[src/rtl/addsub_signmag_pipe.sv]
// Two-stage pipelined unsigned add / sign-magnitude subtract with valid/ready
// handshaking on both sides and a wrapping count of consumed results.
module addsub_signmag_pipe #(
    parameter int WIDTH = 8,
    parameter int CNT_W = 16
) (
    input  logic             clk,
    input  logic             rst_n,
    input  logic             in_valid,
    output logic             in_ready,
    input  logic [WIDTH-1:0] a,
    input  logic [WIDTH-1:0] b,
    input  logic             mode,
    output logic             out_valid,
    input  logic             out_ready,
    output logic [WIDTH-1:0] s,
    output logic             sign,
    output logic             carry,
    output logic             zero,
    output logic [CNT_W-1:0] op_count
);

    logic             v1;
    logic             v2;
    logic             mode1;
    logic [WIDTH:0]   raw1;
    logic [WIDTH:0]   raw_nx;
    logic [WIDTH-1:0] s_r;
    logic             sign_r;
    logic             carry_r;
    logic [CNT_W-1:0] cnt;
    logic             adv1;
    logic             adv2;
    logic [WIDTH-1:0] lo;
    logic [WIDTH-1:0] neg_lo;
    logic [WIDTH-1:0] s_nx;
    logic             sign_nx;
    logic             carry_nx;

    // A full stage still advances when everything downstream moves this cycle.
    assign adv2     = !v2 || out_ready;
    assign adv1     = !v1 || adv2;
    assign in_ready = adv1;

    // Subtract as a + ~b + 1; bit WIDTH set means a >= b.
    assign raw_nx = {1'b0, a} + {1'b0, (mode ? b : ~b)} + {{WIDTH{1'b0}}, ~mode};

    assign lo     = raw1[WIDTH-1:0];
    assign neg_lo = '0 - lo;

    always_comb begin
        s_nx     = lo;
        sign_nx  = 1'b0;
        carry_nx = 1'b0;
        if (mode1) begin
            carry_nx = raw1[WIDTH];
        end else if (!raw1[WIDTH]) begin
            s_nx    = neg_lo;
            sign_nx = 1'b1;
        end
    end

    always_ff @(posedge clk or negedge rst_n) begin
        if (!rst_n) begin
            v1    <= 1'b0;
            mode1 <= 1'b0;
            raw1  <= '0;
        end else if (adv1) begin
            v1 <= in_valid;
            if (in_valid) begin
                mode1 <= mode;
                raw1  <= raw_nx;
            end
        end
    end

    always_ff @(posedge clk or negedge rst_n) begin
        if (!rst_n) begin
            v2      <= 1'b0;
            s_r     <= '0;
            sign_r  <= 1'b0;
            carry_r <= 1'b0;
        end else if (adv2) begin
            v2 <= v1;
            if (v1) begin
                s_r     <= s_nx;
                sign_r  <= sign_nx;
                carry_r <= carry_nx;
            end
        end
    end

    always_ff @(posedge clk or negedge rst_n) begin
        if (!rst_n) begin
            cnt <= '0;
        end else if (v2 && out_ready) begin
            cnt <= cnt + CNT_W'(1);
        end
    end

    assign out_valid = v2;
    assign s         = s_r;
    assign sign      = sign_r;
    assign carry     = carry_r;
    assign zero      = (s_r == '0);
    assign op_count  = cnt;

endmodule

[config.mk]
export PLATFORM = sky130hd
export DESIGN_NAME = addsub_signmag_pipe
export DESIGN_NICKNAME = d
export VERILOG_FILES = /design/src/rtl/addsub_signmag_pipe.sv
export SDC_FILE = /design/constraint.sdc
export NUM_CORES = 1
export LEC_CHECK = 0
export CORE_ASPECT_RATIO = 0.7
export CORE_MARGIN = 1.5
export CORE_UTILIZATION = 50
export CTS_CLUSTER_SIZE = 16
export DETAILED_ROUTE_END_ITERATION = 8
export DONT_BUFFER_PORTS = 1
export SLEW_MARGIN = 0
export SYNTH_ARGS = -nofsm -noshare
export SYNTH_HDL_FRONTEND = slang
export SYNTH_SLANG_ARGS = --single-unit
[constraint.sdc]
create_clock -name clk -period 1.75 [get_ports clk]
set_clock_uncertainty 0.05 [all_clocks]
set_input_delay 0.175 -clock clk [delete_from_list [all_inputs] [get_ports clk]]
set_output_delay 0.175 -clock clk [all_outputs]
set_load 0.1 [all_outputs]
==> impl_metrics.json, run 1 <==
{
  "fmax_mhz": 542,
  "pin_count": 50,
  "ant_nets": 0,
  "die_y_um": 56.9,
  "async_flop_share": 1.00,
  "core_area_um2": 3950,
  "grt_pass1_wl_mm": 6.96,
  "slowest_delay_ns": 0.55,
  "crit_type": "register to output pin",
  "vias_per_cell": 5.32,
  "finalInstanceArea_um2": 2580,
  "syn2layout_area_growth_pct": 24.5,
  "htree_levels": 2,
  "die_area_um2": 4550,
  "synth-seq-cells": 38,
  "fin_crit_sh": 1.05,
  "cts_buffers": 5,
  "path_buf_inv": 1,
  "place.detailed.hpwl_mm": 3.27,
  "root_buffer": "clkbuf_8",
  "diodes": 0,
  "period_minus_slack_ns": 1.85,
  "place_congestion": 0.880,
  "grt_start_max_net_pins": 39,
  "p_leak_nw": 1.15,
  "crit_chain": "or4_4, nor2_4, buf_12",
  "synthTopCellsByArea": "dfrtp_1, xnor2_1, ha_1",
  "antenna_found_initial": 0,
  "synth_edf_count": 0,
  "drv_slew": 0,
  "post_cts_buffers": 0,
  "ff_latch_area_um2": 986,
  "arrival_ns": 1.62,
  "synth_fp_nets": 242,
  "die_x_um": 80.0,
  "drcViolationCount": 0,
  "multi_input_area_um2": 1090,
  "drive_above_1_share": 0.320,
  "yosysSeqAreaShare": 0.458,
  "cpMaxStageDelayCell": "or4_4",
  "hold_path_class": "input port to register",
  "crit_fanout": 2,
  "rsz0062_at_grt": "yes",
  "wire_per_inst_um": 14.0,
  "grt_overflow_total": 0,
  "cts_tree": "done",
  "required_ns": 1.52,
  "outcome": "finished, violations left",
  "syn_area_um2": 2070,
  "finalNonFillerCells": 302,
  "n_fill_cell": 332,
  "vias": 1608,
  "rows": 19,
  "pwr_density_cell_nw_per_um2": 1570,
  "violations": "setup timing",
  "synth_warnings": 0,
  "irDropWorstVdd_mv": 1.23,
  "placed_area_um2": 2440,
  "finalWirelength_mm": 4.22,
  "drt-pass1-iter-count": 4,
  "startpoint_type": "register",
  "setup_violations": 1,
  "grt_use_total": 0.206,
  "post-synth-top-area-cell": "dfrtp_1",
  "relSlewSlack": 0.745,
  "syn_inst": 211,
  "cts_buffer_depth": 2,
  "yosys.area.top_type_share": 0.458,
  "io_buffers": 0,
  "setup_ws_ns": -0.0951,
  "initial_utilization": 0.526,
  "cp-end-kind": "output pin",
  "clock_latency_ns": 0.29,
  "dp.cells": 290,
  "synth_area_per_cell_um2": 9.83,
  "worst_slew_pin_slew_ns": 0.379,
  "path_delay_family": "simple AND/OR/NAND/NOR gates",
  "numClockSinks": 38,
  "finalHoldViolCount": 0,
  "synth_flop_cell": "dfrtp_1",
  "grt_pass1_vias": 1570,
  "nets": 280,
  "clkTransAtPathRegs_ns": 0.07,
  "drt-initial-drc-count": 89,
  "synthDistinctLibCells": 40,
  "maxCapViolations": 0
}
kinds of logic (layout without fill, tap and decap cells):
kind of cell,Yosys count,in the layout,synth area share
multiplexers,3,3,0.0157
XOR/XNOR,31,31,0.131
AO/OA/AOI/OAI,37,37,0.111
buffers and inverters,16,55,0.0326
AND/OR/NAND/NOR,76,76,0.188
flip-flops,38,38,0.458
adder cells (fa/ha/maj),10,10,0.0639
power by group:
group          internal (W)  switching [W]  leakage (nW)
clock network      0.000316       0.000309        0.0472
logic              0.000539        0.00162         0.648
registers           0.00112       0.000153         0.453
registers in the layout, summed over array words and instances (netlist names):
register and count:
mode1 1, carry 1, raw1 9, v1 1
op_count 16, sign 1, s 8, out_valid 1
cells in the final DEF, fill, tap and decap left out, types with 3 or more instances in the layout:
cell type	count
inv_1	8
dfrtp_4	4
a21oi_1	7
clkbuf_8	6
buf_4	33
a31oi_1	4
xnor2_1	27
and3_1	4
nand2b_1	3
dfrtp_2	16
nor2_1	8
dlygate4sd3_1	3
o21ai_1	8
nand2_1	27
dfrtp_1	18
nand4_1	3
nand3_1	8
o21ai_0	10
and2_1	3
nor3_1	3
ha_1	9
xor2_1	4
Yosys cell counts, types with 4 or more instances:
cell       n
dfrtp_1   38
nand2_1   28
and3_1     4
inv_1      8
a31oi_1    4
o21ai_1    8
clkbuf_1   6
o21ai_0   10
xor2_1     4
nor2_1    10
nand3_1    9
ha_1       9
xnor2_1   27
a21oi_1    7
metal layers:
layer,share of wire,vias to the layer above,global-route usage
li1,-,796,-
met1,0.45,744,0.271
met2,0.45,59,0.305
met3,0.085,9,0.0667
met4,0.023,0,0.106
met5,0,-,0
cell type report:
type                            count  area share
Clock buffer                        6      0.0320
Multi-Input combinational cell    157       0.420
Inverter                            9      0.0131
Tap cell                           52      0.0252
Sequential cell                    38       0.382
Timing Repair Buffer               38       0.123
Clock inverter                      2     0.00484
path summary, 6_finish.rpt:
path                                     startpoint                  endpoint  slack [ns]  cells after the start
max reg2reg                   out_valid$_DFFE_PN0P_  op_count[13]$_DFFE_PN0P_        0.17                      5
min                                       out_ready     out_valid$_DFFE_PN0P_        0.02                      2
max                                s[2]$_DFFE_PN0P_                      zero        -0.1                      3
max in group asynchronous                     rst_n          s[2]$_DFFE_PN0P_        1.17                      2
min reg2reg                op_count[15]$_DFFE_PN0P_  op_count[15]$_DFFE_PN0P_        0.44                      1
min in group asynchronous                     rst_n       raw1[3]$_DFFE_PN0P_        0.28                      2
through the flow:
step	hold slack, ns	util	total power (W)	setup TNS (ns)	setup WS (ns)
after global routing	0.0177	0.655	0.00427	-0.139	-0.139
after floorplan	-0.171	-	0.00301	-6.60	-0.659
final	0.0192	0.655	0.00406	-0.0951	-0.0951
after global placement	-0.170	0.618	0.00338	-0.0228	-0.0228
after CTS	0.0108	0.655	0.00410	-0.109	-0.109
after detailed placement	-0.170	0.618	0.00343	-0.157	-0.0803
timing repair:
item                       in CTS  in global routing
hold buffers                    4                  0
pin swaps                       2                  0
resized for setup               0                  0
setup endpoints to repair       1                  1
gates cloned                    0                  0
hold endpoints to repair       40                  0
No activity file was read; power rests on OpenSTA's default activity.
==> run 2, diff against run 1 <==
--- a/config.mk
+++ b/config.mk
@@ -11,6 +11,7 @@
 export CTS_CLUSTER_SIZE = 16
 export DETAILED_ROUTE_END_ITERATION = 8
 export DONT_BUFFER_PORTS = 1
+export REMOVE_ABC_BUFFERS = 1
 export SLEW_MARGIN = 0
 export SYNTH_ARGS = -nofsm -noshare
 export SYNTH_HDL_FRONTEND = slang
==> constraint.sdc (replaced) <==
create_clock -name clk -period 1.75 [get_ports clk]
set_clock_uncertainty 0.05 [all_clocks]
set_input_delay 0 -clock clk [delete_from_list [all_inputs] [get_ports clk]]
set_output_delay 0 -clock clk [all_outputs]
set_load 0.1 [all_outputs]
==> run 2 against run 1 <==
The run now ends clean. Die area unchanged. Worst setup slack better by 0.22 ns. Sequential power fell by 4%. Combinational power barely moved. Clock power is 1% higher. Non-clock buffer count is 3 higher. Critical path type unchanged. Largest power group unchanged. Highest routed layer unchanged.
==> impl_metrics.json, run 2 (synthesis gave the netlist of run 1 again) <==
{
  "whs_ns": 0.0395,
  "crit_chain": "or4_1, nor2_2, buf_12",
  "root_buffer": "clkbuf_8",
  "ff_latch_area_um2": 951,
  "holdBufCountCts": 9,
  "fmax_mhz": 614,
  "cp-end-kind": "output pin",
  "hold_path_class": "input port to register",
  "outcome": "finished, final reports clean",
  "min_from": "a[6]",
  "clkTransAtPathRegs_ns": 0.08,
  "finalInstanceArea_um2": 2560,
  "die_x_um": 80.0,
  "place.detailed.hpwl_mm": 3.35,
  "n_fill_cell": 338,
  "ant_nets": 0,
  "placed_area_um2": 2360,
  "r2r-start": "out_valid$_DFFE_PN0P_",
  "drt-initial-drc-count": 55,
  "initial_utilization": 0.526,
  "p_leak_nw": 1.18,
  "maxCapViolations": 0,
  "relSlewSlack": 0.714,
  "diodes": 0,
  "pin_count": 50,
  "irDropWorstVdd_mv": 1.17,
  "antenna_found_initial": 0,
  "vias_per_cell": 5.21,
  "mostFrequentLayoutCell": "dfrtp_1",
  "grt_overflow_total": 0,
  "finalHoldViolCount": 0,
  "cpMaxStageDelayCell": "or4_1",
  "min_delay_path_depth": 3,
  "finalWirelength_mm": 4.23,
  "r2r_slack_ns": 0.18,
  "nets": 283,
  "timing.rr.end": "op_count[15]$_DFFE_PN0P_",
  "path_buf_inv": 1,
  "path_delay_family": "simple AND/OR/NAND/NOR gates",
  "final_cell_mix": "dfrtp_1, buf_4, nand2_1, xnor2_1, o21ai_0",
  "tns_ns": 0,
  "worst_slew_pin_slew_ns": 0.425,
  "post_cts_buffers": 0,
  "crit_type": "register to output pin",
  "grt_use_total": 0.215,
  "period_minus_slack_ns": 1.63,
  "die_y_um": 56.9,
  "syn2layout_area_growth_pct": 23.2,
  "arrival_ns": 1.58,
  "multi_input_area_um2": 1060,
  "cts_buffer_depth": 2,
  "rows": 19,
  "min_to": "raw1[8]$_DFFE_PN0P_",
  "startpoint_type": "register",
  "io_buffers": 0,
  "post-place-ws_ns": 0.0419,
  "largest_register_ffs": 16,
  "drv_slew": 0,
  "core_area_um2": 3950,
  "cts_buffers": 5,
  "drcViolationCount": 0,
  "grt_pass1_vias": 1645,
  "wire_per_inst_um": 13.9,
  "rsz0062_at_grt": "no",
  "required_ns": 1.70,
  "setup_violations": 0,
  "die_area_um2": 4550,
  "cts_tree": "done",
  "place_congestion": 0.854,
  "htree_levels": 2,
  "drive_above_1_share": 0.209,
  "reg2regPathDepth": 5,
  "vias": 1590,
  "crit_fanout": 2,
  "pwr_density_cell_nw_per_um2": 1560,
  "numClockSinks": 38,
  "drt-pass1-iter-count": 4,
  "grt_pass1_wl_mm": 7.46,
  "fin_crit_sh": 0.931,
  "setup_ws_ns": 0.121,
  "cts_resized": 0,
  "clock_latency_ns": 0.30,
  "slowest_delay_ns": 0.54,
  "grt_start_max_net_pins": 39
}
## run 2: cell types whose count changed in the layout (fill, tap and decap cells not counted), moves of 2 or more
| cell | before | now |
|---|---|---|
| buf_4 | 33 | 31 |
| dfrtp_1 | 18 | 38 |
| dfrtp_4 | 4 | 0 |
| dfrtp_2 | 16 | 0 |
| or4_1 | 0 | 2 |
| or4_4 | 2 | 0 |
| dlygate4sd3_1 | 3 | 8 |
## run 2: layer usage
| layer | part of all wire | track usage |
|---|---|---|
| met5 | 0 | 0 |
| met4 | 0.016 | 0.0887 |
| met3 | 0.059 | 0.0504 |
| met2 | 0.43 | 0.329 |
| met1 | 0.49 | 0.295 |
## run 2: area by class of cell
type | instances | share of cell area
multi-input combinational | 157 | 0.414
inverter | 9 | 0.0132
tap | 52 | 0.0255
clock buffer | 6 | 0.0323
sequential | 38 | 0.372
clock inverter | 2 | 0.00489
timing repair buffer | 41 | 0.138
## run 2: stage by stage
stage / cells / total power, W / util
final: 305 / 0.00400 / 0.648
after global routing: 305 / 0.00421 / 0.648
after CTS: 305 / 0.00403 / 0.648
after detailed placement: 288 / 0.00336 / 0.598
after global placement: 288 / 0.00330 / 0.598
after floorplan: 204 / 0.00290 / -
## run 2: worst max path at each step
stage | from | to | slack, ns | depth (start not counted)
final | s[4]$_DFFE_PN0P_ | zero | 0.12 | 3
after global routing | s[5]$_DFFE_PN0P_ | zero | 0.05 | 3
after global placement | b[0] | raw1[8]$_DFFE_PN0P_ | 0.11 | 8
after floorplan | out_valid$_DFFE_PN0P_ | mode1$_DFFE_PN0P_ | -1.48 | 3
after CTS | s[4]$_DFFE_PN0P_ | zero | 0.10 | 3
after detailed placement | b[0] | raw1[6]$_DFFE_PN0P_ | 0.04 | 8
## run 2: power by group
| part | switching [W] | leakage, nW | internal, W |
|---|---|---|---|
| clock network | 0.000314 | 0.0472 | 0.000317 |
| logic | 0.00161 | 0.650 | 0.000521 |
| registers | 0.000145 | 0.479 | 0.00109 |
| total | 0.00207 | 1.18 | 0.00192 |
## run 2: tightest hold or removal path: cells and delay by family
| kind | cells | cell delay, ns |
|---|---|---|
| AOI/OAI and AO/OA | 2 | 0.21 |
| adders and majority gates | 1 | 0.14 |
==> run 3, diff against run 2 <==
==> constraint.sdc (replaced) <==
create_clock -name clk -period 1.8 [get_ports clk]
set_clock_uncertainty 0.05 [all_clocks]
set_input_delay 0 -clock clk [delete_from_list [all_inputs] [get_ports clk]]
set_output_delay 0 -clock clk [all_outputs]
set_load 0.1 [all_outputs]
==> run 3 against run 2 <==
Global-route usage down 2.0 points. Cell count down 0.98%. Critical path depth unchanged. Register-to-register slack better by 0.05 ns. Worst hold slack worse by 0.031 ns. Count of clock-buffer cells in the layout up 1. Clock power down 16%. First-iteration DRC count down 1.8%. Combinational power down 3%. Sequential cell count unchanged. Critical path type unchanged. Largest cell class unchanged. Highest routed layer unchanged.
==> impl_metrics.json, run 3 (synthesis gave the netlist of run 1 again) <==
{
  "outcome": "finished, final reports clean",
  "worstSetupEndpoint": "zero",
  "arrival_ns": 1.55,
  "timing.rr.end": "op_count[13]$_DFFE_PN0P_",
  "grt_pass1_vias": 1489,
  "mostFrequentLayoutCell": "dfrtp_1",
  "p_leak_nw": 1.16,
  "hold_path_class": "input port to register",
  "die_x_um": 80.0,
  "reg2regPathDepth": 5,
  "clkTransAtPathRegs_ns": 0.06,
  "worst_slew_pin_slew_ns": 0.393,
  "startpoint_type": "register",
  "grt_use_total": 0.196,
  "r2r_slack_ns": 0.23,
  "cpMaxStageDelayCell": "or4_1",
  "htree_levels": 2,
  "clock_latency_ns": 0.28,
  "r2r-start": "out_valid$_DFFE_PN0P_",
  "fin_crit_sh": 0.887,
  "die_area_um2": 4550,
  "largest_register_ffs": 16,
  "core_area_um2": 3950,
  "crit_fanout": 2,
  "cp-end-kind": "output pin",
  "drive_above_1_share": 0.196,
  "relSlewSlack": 0.736,
  "tns_ns": 0,
  "pwr-share-clk": 0.140,
  "period_minus_slack_ns": 1.60,
  "vias_per_cell": 5.16,
  "diodes": 0,
  "drv_slew": 0,
  "wire_per_inst_um": 13.3,
  "drt-pass1-iter-count": 4,
  "internal_power_w": 0.00183,
  "pin_count": 50,
  "nets": 281,
  "startpoint": "s[5]$_DFFE_PN0P_",
  "initial_utilization": 0.526,
  "rows": 19,
  "ant_nets": 0,
  "maxCapViolations": 0,
  "finalWirelength_mm": 4.02,
  "final_cell_mix": "dfrtp_1, buf_4, nand2_1, xnor2_1, o21ai_0",
  "post-place-ws_ns": 0.119,
  "power.share.sequential": 0.315,
  "antenna_found_initial": 0,
  "setup_violations": 0,
  "switching_share": 0.518,
  "numClockSinks": 38,
  "grt_pass1_wl_mm": 6.76,
  "vias": 1557,
  "min_from": "in_valid",
  "drcViolationCount": 0,
  "fmax_mhz": 626,
  "post_cts_buffers": 0,
  "finalInstanceArea_um2": 2520,
  "cts_tree": "done",
  "drt-initial-drc-count": 54,
  "finalHoldViolCount": 0,
  "place_congestion": 0.841,
  "cts_buffers": 5,
  "grt_overflow_total": 0,
  "crit_chain": "or4_1, nor2_2, buf_12",
  "whs_ns": 0.00860,
  "grt_start_max_net_pins": 39,
  "io_buffers": 0,
  "crit_type": "register to output pin",
  "cts_buffer_depth": 2,
  "irDropWorstVdd_mv": 1.21,
  "setup_ws_ns": 0.203,
  "power_frac_comb": 0.545,
  "rsz0062_at_grt": "no",
  "pwr_density_cell_nw_per_um2": 1500,
  "net-switching-power_w": 0.00196,
  "syn2layout_area_growth_pct": 21.5,
  "slowest_delay_ns": 0.54,
  "die_y_um": 56.9,
  "root_buffer": "clkbuf_8",
  "place.detailed.hpwl_mm": 3.15,
  "required_ns": 1.75,
  "placed_area_um2": 2350
}
-- run 3: cell types whose count changed in the layout (fill, tap and decap cells not counted), sizes merged --
cell / change
dlygate4sd3: -1
clkinvlp: -1
buf: -1
clkbuf: +1
clkinv: -1
-- run 3: how the worst min path moves through the flow --
stage                                     to  depth (start not counted)
CTS                      raw1[4]$_DFFE_PN0P_                          2
finish                   raw1[4]$_DFFE_PN0P_                          2
floorplan                  carry$_DFFE_PN0P_                          0
global placement    op_count[10]$_DFFE_PN0P_                          0
detailed placement   op_count[9]$_DFFE_PN0P_                          0
global route             raw1[8]$_DFFE_PN0P_                          3
-- run 3: critical path, delay by kind of cell, from the launching register on --
family | cells | cell delay [ns]
flops | 1 | 0.37
buf+inv | 1 | 0.19
simple gates | 2 | 0.71
-- run 3: what timing repair did --
item / 4_1_cts / 5_1_grt
hold buffers: 8 / 0
endpoints found under the hold margin: 44 / 0
gates resized for setup: 0 / 0
-- run 3: area by class of cell --
class	instances	area (um^2)
Inverter	9	33.8
Timing Repair Buffer	39	335
Clock buffer	7	76.3
Sequential cell	38	951
Fill cell	327	1430
Multi-Input combinational cell	157	1060
Tap cell	52	65.1
-- run 3: metal layers --
| metal | GRT usage | vias to the layer above | wire length [um] |
|---|---|---|---|
| met5 | 0 | - | 0 |
| met4 | 0.0985 | 0 | 25 |
| met3 | 0.0585 | 4 | 254 |
| met2 | 0.262 | 50 | 1720 |
| met1 | 0.283 | 709 | 2020 |
| li1 | - | 794 | - |
-- run 3: power by group through the flow --
stage / clock, W / sequential, W / combinational (W)
global placement: 0 / 0.00120 / 0.00201
detailed placement: 0 / 0.00121 / 0.00204
CTS: 0.000554 / 0.00119 / 0.00208
global route: 0.000587 / 0.00122 / 0.00219
floorplan: 0 / 0.00230 / 0.000526
finish: 0.000529 / 0.00119 / 0.00207
-- run 3: through the flow --
step | total power, W | std cells | utilization
final | 0.00379 | 302 | 0.639
after global routing | 0.00400 | 302 | 0.639
after CTS | 0.00383 | 302 | 0.639
after detailed placement | 0.00325 | 287 | 0.596
after global placement | 0.00321 | 287 | 0.596
after floorplan | 0.00282 | 204 | -
